<file path="src/rtl/stall_ctrl_pkg.sv">
// stall_ctrl_pkg: stall bus encodings, stall patterns and FSM state type for stall_ctrl
package stall_ctrl_pkg;
  localparam int STALL_BUS = 4;
  localparam logic STOP = 1'b1;
  localparam logic NOSTOP = 1'b0;
  localparam logic [STALL_BUS-1:0] STALL_NONE = 4'b0000;
  localparam logic [STALL_BUS-1:0] STALL_ID = 4'b0011;
  localparam logic [STALL_BUS-1:0] STALL_DIV = 4'b0111;
  localparam logic [STALL_BUS-1:0] STALL_MEM = 4'b1111;
  typedef enum logic [1:0] {SC_IDLE = 2'd0, SC_DIV = 2'd1, SC_MEM = 2'd2} sc_state_t;
endpackage

</file>
<file path="src/rtl/stall_timer.sv">
// stall_timer: loadable 8-bit down-counter with zero flag, shared by divide and mem-wait timing
module stall_timer (
  input  logic       clk,
  input  logic       rst,
  input  logic       load,
  input  logic [7:0] load_val,
  input  logic       dec,
  output logic [7:0] cnt,
  output logic       zero
);
  always_ff @(posedge clk)
    cnt <= rst ? 8'd0 : load ? load_val : dec ? cnt - 8'd1 : cnt;
  assign zero = (cnt == 8'd0);
endmodule

</file>
<file path="src/rtl/stall_ctrl.sv">
// stall_ctrl: priority stall generator (MEM wait > EXE divide > ID load-use).
// Optional STALL_PERF_CNT_EN adds a saturating stall_cycles counter output.
module stall_ctrl
  import stall_ctrl_pkg::*;
#(
  parameter int STALL_W = 4,
  parameter int DIV_CYCLES = 16,
  parameter int MEM_TIMEOUT = 255
) (
  input  logic               cpu_clk_50M,
  input  logic               cpu_rst,
  input  logic               id_stallreq,
  input  logic               exe_div_start,
  input  logic               mem_req,
  input  logic               mem_ack,
  output logic [STALL_W-1:0] stall,
`ifdef STALL_PERF_CNT_EN
  output logic [31:0]        stall_cycles,
`endif
  output logic               exe_div_done,
  output logic               mem_err,
  output logic               busy
);
  localparam logic [7:0] MEM_LOAD = 8'(MEM_TIMEOUT - 1);
  localparam logic [7:0] DIV_LOAD = 8'(DIV_CYCLES - 2);
  sc_state_t state, state_next;
  logic [7:0] cnt, load_val;
  logic zero, load, dec, mem_wait, mem_on, div_on;
  assign mem_wait = mem_req & ~mem_ack;
  stall_timer u_timer (
    .clk(cpu_clk_50M),
    .rst(cpu_rst),
    .load(load),
    .load_val(load_val),
    .dec(dec),
    .cnt(cnt),
    .zero(zero)
  );
  always_ff @(posedge cpu_clk_50M)
    state <= cpu_rst ? SC_IDLE : state_next;
  always_comb begin
    state_next = state;
    load = 1'b0;
    load_val = MEM_LOAD;
    dec = 1'b0;
    case (state)
      SC_IDLE: begin
        state_next = mem_wait ? SC_MEM : exe_div_start ? SC_DIV : SC_IDLE;
        load = mem_wait | exe_div_start;
        load_val = mem_wait ? MEM_LOAD : DIV_LOAD;
      end
      // a wait arriving mid-divide is only taken up once the divide finishes
      SC_DIV: begin
        state_next = zero ? (mem_wait ? SC_MEM : SC_IDLE) : SC_DIV;
        load = zero & mem_wait;
        dec = ~zero;
      end
      SC_MEM: begin
        state_next = (mem_wait & ~zero) ? SC_MEM : SC_IDLE;
        dec = mem_wait & ~zero;
      end
      default: state_next = SC_IDLE;
    endcase
  end
  always_comb begin
    mem_on = mem_wait & ~(state == SC_MEM & zero);
    div_on = (state == SC_DIV) | (state == SC_IDLE & exe_div_start);
    stall = STALL_W'(mem_on ? STALL_MEM : div_on ? STALL_DIV : id_stallreq ? STALL_ID : STALL_NONE);
    exe_div_done = (state == SC_DIV) & zero;
    mem_err = (state == SC_MEM) & zero & mem_wait;
    busy = (state != SC_IDLE);
  end
`ifdef STALL_PERF_CNT_EN
  always_ff @(posedge cpu_clk_50M)
    stall_cycles <= cpu_rst ? 32'd0 : ((|stall) & ~(&stall_cycles)) ? stall_cycles + 32'd1 : stall_cycles;
`endif
endmodule

</file>
<file path="config.mk">
export PLATFORM = sky130hd
export DESIGN_NAME = stall_ctrl
export DESIGN_NICKNAME = d
export VERILOG_FILES = /design/src/rtl/stall_ctrl_pkg.sv /design/src/rtl/stall_timer.sv /design/src/rtl/stall_ctrl.sv
export SDC_FILE = /design/constraint.sdc
export NUM_CORES = 1
export LEC_CHECK = 0
export CAP_MARGIN = 10
export CORE_MARGIN = 5
export CORE_UTILIZATION = 54
export DETAILED_ROUTE_END_ITERATION = 8
export MAX_ROUTING_LAYER = met4
export PLACE_DENSITY = 0.83
export SLEW_MARGIN = 20
export SYNTH_ARGS = -nofsm -noshare
export SYNTH_HDL_FRONTEND = slang
export SYNTH_SLANG_ARGS = --single-unit
</file>
<file path="constraint.sdc">
create_clock -name cpu_clk_50M -period 6.17 [get_ports cpu_clk_50M]
set_input_delay 1.5425 -clock cpu_clk_50M [delete_from_list [all_inputs] [get_ports cpu_clk_50M]]
set_output_delay 1.5425 -clock cpu_clk_50M [all_outputs]
set_load 0.03 [all_outputs]
</file>
After elaboration in Yosys (flattened, before gate mapping)
Index checks and enable logic that the tools add are counted.

storage, ports and cells
  register bits after elaboration = 10
  input bits = 6
  output and inout port bits = 7
  logic and storage cells = 37

cells by class
  add/sub/neg operators = 1
  equality and inequality tests = 2
  mux-type cells = 15
  bitwise gates (word level) = 13
  reductions and logical operators = 4

operator list
  kind                                                  count
  2-to-1 mux 8 bit                                      4
  2-to-1 mux 2 bit                                      5
  AND 1 bit                                             8
  logical NOT 8 bit                                     1
  subtractor 8 x 1 -> 8 bit (second input constant)     1
  one-hot mux 2 bit (3 select lines)                    1
  2-to-1 mux 4 bit                                      1
  one-hot mux 1 bit (2 select lines)                    2
  nonzero test 2 bit                                    2
  2-to-1 mux 3 bit                                      1
  NOT 1 bit                                             3
  equality test 2 x 1 -> 1 bit (second input constant)  1
  equality test 2 bit (second input constant)           1
  logical NOT 2 bit                                     1
  OR 1 bit                                              2
  2-to-1 mux 1 bit                                      1

Logic depth before layout (Yosys ltp)
Gate-level depths: netlist of run 1.

  depth in word-level cells = 6
  mapped depth = 8
  mapped depth without buffers = 7

Hierarchy
From an unflattened synthesis of run 1, not the netlist that was laid out.

unflattened totals
  cells, all modules = 90
  area total of the unflattened synthesis = 740.7 µm²

by module, submodules not included
  module       times used  cells each  area an instance (µm²)  seq. area each (µm²)
  stall_timer  1           56          473.0                   160.2
  stall_ctrl   1           34          267.8                   40.0

Worst setup path before layout of run 1
Ideal clock, no wire load.

  path type = input -> output
  start point = input mem_ack
  end point = output stall[1]
  data arrival time = 2.840 ns
  required time = 4.628 ns
  setup slack = 1.788 ns
  stages = 6
  buffers on the path = 2
  path through = nand2b_1 clkbuf_1 a21oi_1 a211o_1 or2_1 buf_4

between the ends
  word-level cells in the longest chain between the ends = 4

RTL lines
  what                line              source
  start: declaration  stall_ctrl.sv:15  input logic mem_ack,
  NOT 1 bit           stall_ctrl.sv:29  assign mem_wait = mem_req & ~mem_ack;
  AND 1 bit           stall_ctrl.sv:29
  AND 1 bit           stall_ctrl.sv:66  mem_on = mem_wait & ~(state == SC_MEM & zero);
  via mem_on          stall_ctrl.sv:28  logic zero, load, dec, mem_wait, mem_on, div_on;
  2-to-1 mux 4 bit    stall_ctrl.sv:68  stall = STALL_W'(mem_on ? STALL_MEM : div_on ? STALL_DIV : id_stallreq ? STALL_ID : STALL_NONE);
  end: declaration    stall_ctrl.sv:16  output logic [STALL_W-1:0] stall,

The timed path passes the listed nets, and every way through them passes these cells.

Worst setup path after layout of run 1
  start point = input mem_ack
  end point = output stall[0]

between the ends
  word-level cells in the longest chain between the ends = 4

RTL lines
  what              line
  NOT 1 bit         stall_ctrl.sv:29
  AND 1 bit         stall_ctrl.sv:29
  AND 1 bit         stall_ctrl.sv:66
  2-to-1 mux 4 bit  stall_ctrl.sv:68

No other way between the ends.

==> out/qor.yml, run 1 <==
hold_path:
  holdCritPathClass: "flop to flop"
drt:
  ant_nets: 0
  drt_iter0_drc: 22
  drc: 0
  routed_wl_mm: 1.666
  post_drt_wl_per_cell_um: 13.66
  num_vias: 758
  dr.pass1.iters: 4
  via_per_inst: 6.213
cells_and_area:
  area_growth_pct: 20.50
  fillers: 113
  num_antenna_cells: 0
  drive_gt1_frac: 0.07477
  fin_area_um2: 897.1
  nets: 120
critical_path:
  r2r_setup_slack_ns: 4.14
  worstPathMaxFanout: 7
  worst_ep_required_time_ns: 4.63
  worstPathArrival_ns: 3.42
  crit_type: "primary input to output pin"
  end_kind: "output pin"
  cp-start-kind: "primary input"
global_route:
  overflow: 0
  grt_use_total: 0.1860
  grt_pass1_wl_mm: 2.842
  grt_max_degree: 10
  grt_antenna_before_repair: 0
  grt_pass1_vias: 661
synth:
  ys_seq_area_frac: 0.2689
  synthCells: 95
  yosysWarnings: 0
  synth_area_leader_cell: "dfxtp_1"
  ys_types: 38
  synth_edf_count: 0
  synth_top_area_frac: 0.2689
  postSynth.asyncResetShare: 0
  ys_ff_latch: 10
  synthFlopType: "dfxtp_1"
  synth_nets: 107
  synthesis.area_per_instance_um2: 7.836
  synth_commonest_cells: "10 x dfxtp_1, 10 x nor2_1, 9 x a21oi_1, 7 x inv_1, 6 x ha_1"
  synth_area_um2: 744.5
  ys_top_cells_by_area: "dfxtp_1 27%, ha_1 10%, a21oi_1 6.1%, nor2_1 5.0%, inv_1 3.5%"
outcome:
  status: "completed"
sta:
  maxSlewViolCount: 0
  fmax_ghz: 0.2016
  slew_headroom: 0.5499
  finalHoldViolCount: 0
  setup_viol: 0
  fin_crit_ns: 4.961
  rsz0062_at_grt: "no"
  tns_ns: 0
  fin_crit_sh: 0.8040
  fin_skew_ns: 0.005660
  worst-slew-pin-transition_ns: 0.6707
placed_design:
  io_buffers: 12
  postPlaceCellArea_um2: 860.8
  place.gp.congestion: 0.9068
  dpl.hpwl_mm: 1.317
pwr:
  power_density_mw_per_mm2: 243.8
  leakage_nw: 0.3372
  ir_worst_vdd_mv: 0.1553
cts:
  post_cts_resized: 0
  ctsHoldBuffers: 0
  clock_sink_count: 10
  clock-root-buffer: "clkbuf_4"
  post-cts-setup-buffer-count: 0
  cts_tree: "built"
  cts_max_level: 1
  clk_pin_slew_ns: 0.07
  cts_buffer_depth: 2
  numCtsBuffers: 3
  clk_latency_ns: 0.26
die:
  die_h_um: 47.13
  core_area_mm2: 0.001301
  row_count: 13
  die_x_um: 47.13
  pin_count: 13
  die-area_mm2: 0.002221
  start_util: 0.5721
job:
  maxCapViolations: 0
==> layout by cell type, fill, tap and decap left out, drive strengths merged <==
cell | synthesis | routed
a211o | 1 | 1
a21oi | 9 | 9
nand2 | 5 | 5
and2 | 2 | 2
a221oi | 3 | 3
nand4 | 2 | 2
o32a | 1 | 1
or3 | 2 | 2
nand3 | 4 | 4
and3 | 1 | 1
a2111oi | 1 | 1
nor3b | 1 | 1
clkbuf | 2 | 4
nor2 | 10 | 10
nand2b | 1 | 1
ha | 6 | 6
o22a | 1 | 1
xor2 | 2 | 2
inv | 7 | 7
o21ai | 4 | 4
o31a | 1 | 1
a32oi | 1 | 1
and4 | 1 | 1
or4 | 1 | 1
xnor2 | 1 | 1
nor4b | 1 | 1
clkdlybuf4s50 | 0 | 12
nor2b | 1 | 1
o21a | 1 | 1
dfxtp | 10 | 10
nor4 | 3 | 3
or2 | 1 | 1
nor3 | 4 | 4
a31oi | 2 | 2
==> state kept, by name, indices dropped and copies added (netlist names) <==
name and count:
state 2, u_timer.cnt 8
==> layout make-up <==
| cell class | instances | area (um^2) | share of cell area |
|---|---|---|---|
| well taps | 15 | 18.77 | 0.02092 |
| repair buffers | 12 | 120.1 | 0.1339 |
| flip-flops and latches | 10 | 200.2 | 0.2232 |
| clock buffers | 4 | 36.28 | 0.04045 |
| multi-input cells | 74 | 495.5 | 0.5523 |
| inverters | 7 | 26.28 | 0.02929 |
==> logic make-up (layout without fill, tap and decap cells) <==
family,count (synthesis),count (layout),share of synthesized area
flops,10,10,0.2689
fa+ha+maj,6,6,0.1008
buf+inv,11,23,0.06555
compound gates,25,25,0.2303
simple gates,40,40,0.2992
xor+xnor,3,3,0.03530
==> critical path, stage by stage <==
cell	delay, ns
clkdlybuf4s50_1	0.47
nand2b_1	0.25
a21oi_1	0.09
a211o_1	0.24
or2_1	0.23
clkdlybuf4s50_1	0.60
==> path summary, 6_finish.rpt <==
kind,start,end,depth (start not counted)
max,mem_ack,stall[0],6
min,u_timer.cnt[7],u_timer.cnt[7],2
max reg2reg,u_timer.cnt[0],u_timer.cnt[5],7
min reg2reg,u_timer.cnt[7],u_timer.cnt[7],2
==> power breakdown <==
| group | switching (mW) | internal [mW] |
|---|---|---|
| clock | 0.0220 | 0.0358 |
| combinational | 0.0467 | 0.0340 |
| sequential | 0.00883 | 0.0713 |
| total | 0.0775 | 0.141 |
==> per-stage QoR <==
| stage | instances | hold slack, ns | total power [mW] | util | setup WS, ns |
|---|---|---|---|---|---|
| CTS | 122 | 0.5952 | 0.2201 | 0.6894 | 1.211 |
| global route | 122 | 0.6092 | 0.2354 | 0.6894 | 1.128 |
| global placement | 118 | 0.5643 | 0.1593 | 0.6615 | 1.256 |
| detailed placement | 118 | 0.5784 | 0.1615 | 0.6615 | 1.210 |
| floorplan | 95 | 0.5358 | 0.1397 | - | 1.788 |
| finish | 122 | 0.5954 | 0.2187 | 0.6894 | 1.209 |
==> metal layers <==
| layer | track usage | up-vias | routed length (um) |
|---|---|---|---|
| li1 | - | 376 | - |
| met1 | 0.2339 | 345 | 723 |
| met2 | 0.2846 | 33 | 794 |
| met3 | 0.07663 | 4 | 137 |
| met4 | 0.02762 | 0 | 11 |
| met5 | - | - | 0 |
Power figures use the tool's default switching activity.
==> run 2, diff against run 1 <==
Settings changed: CORE_ASPECT_RATIO set to 1.1, CORE_UTILIZATION 54 to 50, PLACE_DENSITY 0.83 to 0.78.
Clock period 6.17 ns to 4.6 ns, I/O delays scaled along.
==> out/qor.yml, run 2 (synthesis results as in run 1) <==
critical_path:
  r2r_cells: 7  # unchanged
  worst_ep_required_time_ns: 3.45  # -1.18 ns
  crit_type: "primary input to output pin"
  reg2reg_to: "u_timer.cnt[5]"
  worstPathMaxFanout: 7  # unchanged
  r2r-start: "u_timer.cnt[0]"
  r2r_setup_slack_ns: 2.52  # -1.62 ns
  end_kind: "output pin"
  critPathLaunch: "mem_ack"
  worstPathArrival_ns: 3.02  # -0.40 ns
  cp-start-kind: "primary input"
  worstSetupEndpoint: "stall[0]"
sta:
  fin_skew_ns: 0.007813  # +0.002153 ns
  rsz0062_at_grt: "no"
  setup_viol: 0  # unchanged
  fmax_ghz: 0.2396
  fin_crit_ns: 4.174
  worst_slack_ns: 0.4259  # -0.7834 ns
  fin_crit_sh: 0.9074
  tns_ns: 0  # unchanged
  finalHoldViolCount: 0  # unchanged
  maxSlewViolCount: 0  # unchanged
  slew_headroom: 0.5584  # +0.008512
  worst-slew-pin-transition_ns: 0.6580  # -0.01268 ns
drt:
  ant_nets: 0  # unchanged
  routed_wl_mm: 1.787  # +7.3%
  drt_iter0_drc: 46  # +110%
  via_per_inst: 6.276  # +1.0%
  dr.pass1.iters: 5  # +1
  drc: 0  # unchanged
  post_drt_wl_per_cell_um: 14.53  # +6.4%
  num_vias: 772  # +1.8%
cells_and_area:
  final_cell_mix: "12 x clkdlybuf4s50_1, 10 x nor2_1, 10 x dfxtp_1"
  utilization: 0.6492  # -0.04024
  layout.cells.most_common: "clkdlybuf4s50_1"
  num_antenna_cells: 0  # unchanged
  top_regs: "u_timer.cnt x8, state x2"
  nets: 120  # unchanged
  largest_register_ffs: 8  # unchanged
  area_growth_pct: 20.67
  top_register: "u_timer.cnt"
  drive_gt1_frac: 0.07477  # unchanged
  fin_area_um2: 898.4  # +0.14%
hold_path:
  holdCritStartpoint: "u_timer.cnt[5]"
  holdCritPathClass: "flop to flop"
cts:
  clk_latency_ns: 0.27  # about the same
  numCtsBuffers: 3  # unchanged
  cts_tree: "built"
  cts_max_level: 1  # unchanged
  post_cts_resized: 0  # unchanged
  clk_pin_slew_ns: 0.06  # about the same
  clock-root-buffer: "clkbuf_4"
  ctsHoldBuffers: 0  # unchanged
  clock_sink_count: 10  # unchanged
  cts_buffer_depth: 2  # unchanged
  post-cts-setup-buffer-count: 0  # unchanged
placed_design:
  postPlaceCellArea_um2: 862.1  # +0.15%
  io_buffers: 12  # unchanged
  place.gp.congestion: 0.9034  # -0.37%
  pre_cts_ws_ns: 0.4158  # -0.7945 ns
  dpl.hpwl_mm: 1.345  # +2.1%
pwr:
  comb_power_share: 0.371  # +0.002
  seqPwrFrac: 0.363  # -0.004
  ir_worst_vdd_mv: 0.1847  # +19%
  p_total_mw: 0.2967  # +36%
  p_sw_mw: 0.1073  # +38%
  intPower_mw: 0.1894  # +34%
  p_clk_frac: 0.265  # about the same
  leakage_nw: 0.3372  # unchanged
  power_density_mw_per_mm2: 330.2  # +35%
  p_sw_frac: 0.3616  # +0.007067
global_route:
  overflow: 0  # unchanged
  grt_antenna_before_repair: 0  # unchanged
  grt_pass1_wl_mm: 3.008  # +5.8%
  grt_use_total: 0.1750  # -0.01108
  grt_max_degree: 10  # unchanged
  grt_pass1_vias: 718  # +8.6%
outcome:
  status: "completed"
die:
  die-area_mm2: 0.002361  # +6.3%
  row_count: 14  # +1
  die_h_um: 50.47  # +7.1%
  die_x_um: 46.79  # -0.72%
  start_util: 0.5380  # -0.03414
  core_area_mm2: 0.001384  # +6.3%
  pin_count: 13  # unchanged
job:
  maxCapViolations: 0  # unchanged
[run 2: cell type report]
type | count | area, um^2
Multi-Input combinational cell | 74 | 495.5
Fill cell | 114 | 485.5
Sequential cell | 10 | 200.2
Clock buffer | 4 | 36.28
Inverter | 7 | 26.28
Timing Repair Buffer | 12 | 120.1
Tap cell | 16 | 20.02
[run 2: layer usage]
layer | vias to the layer above | routed length [um] | GRT usage
li1 | 375 | - | -
met1 | 343 | 752 | 0.2313
met2 | 39 | 875 | 0.2421
met3 | 15 | 106 | 0.05714
met4 | 0 | 52 | 0.06912
met5 | - | 0 | -
[run 2: worst min path at each step]
stage / end / slack, ns / depth (start not counted)
final: u_timer.cnt[5] / 0.60 / 1
after global routing: u_timer.cnt[5] / 0.66 / 1
after CTS: u_timer.cnt[5] / 0.60 / 1
after detailed placement: u_timer.cnt[5] / 0.58 / 1
after global placement: u_timer.cnt[5] / 0.56 / 1
after floorplan: u_timer.cnt[5] / 0.54 / 1
[run 2: power by group through the flow]
stage	registers (mW)	clock network, mW	logic (mW)
after detailed placement	0.110	0	0.108
after floorplan	0.106	0	0.0810
after CTS	0.107	0.0811	0.109
after global placement	0.109	0	0.105
final	0.108	0.0787	0.110
after global routing	0.110	0.0867	0.120
[run 2: through the flow]
stage | std cells | hold slack [ns]
final | 123 | 0.5976
after global routing | 123 | 0.6561
after CTS | 123 | 0.6016
after detailed placement | 119 | 0.5846
after global placement | 119 | 0.5636
after floorplan | 95 | 0.5358
[run 2: worst max-delay path, cell delays in order]
cell,delay (ns)
clkdlybuf4s50_1,0.47
nand2b_1,0.25
a21oi_1,0.09
a211o_1,0.24
or2_1,0.23
clkdlybuf4s50_1,0.60
==> run 3, diff against run 2 <==
Settings changed: HOLD_SLACK_MARGIN set to 0.15.
==> results of run 3 <==
No change in the layout: final DEF, timing and power equal those of run 2.
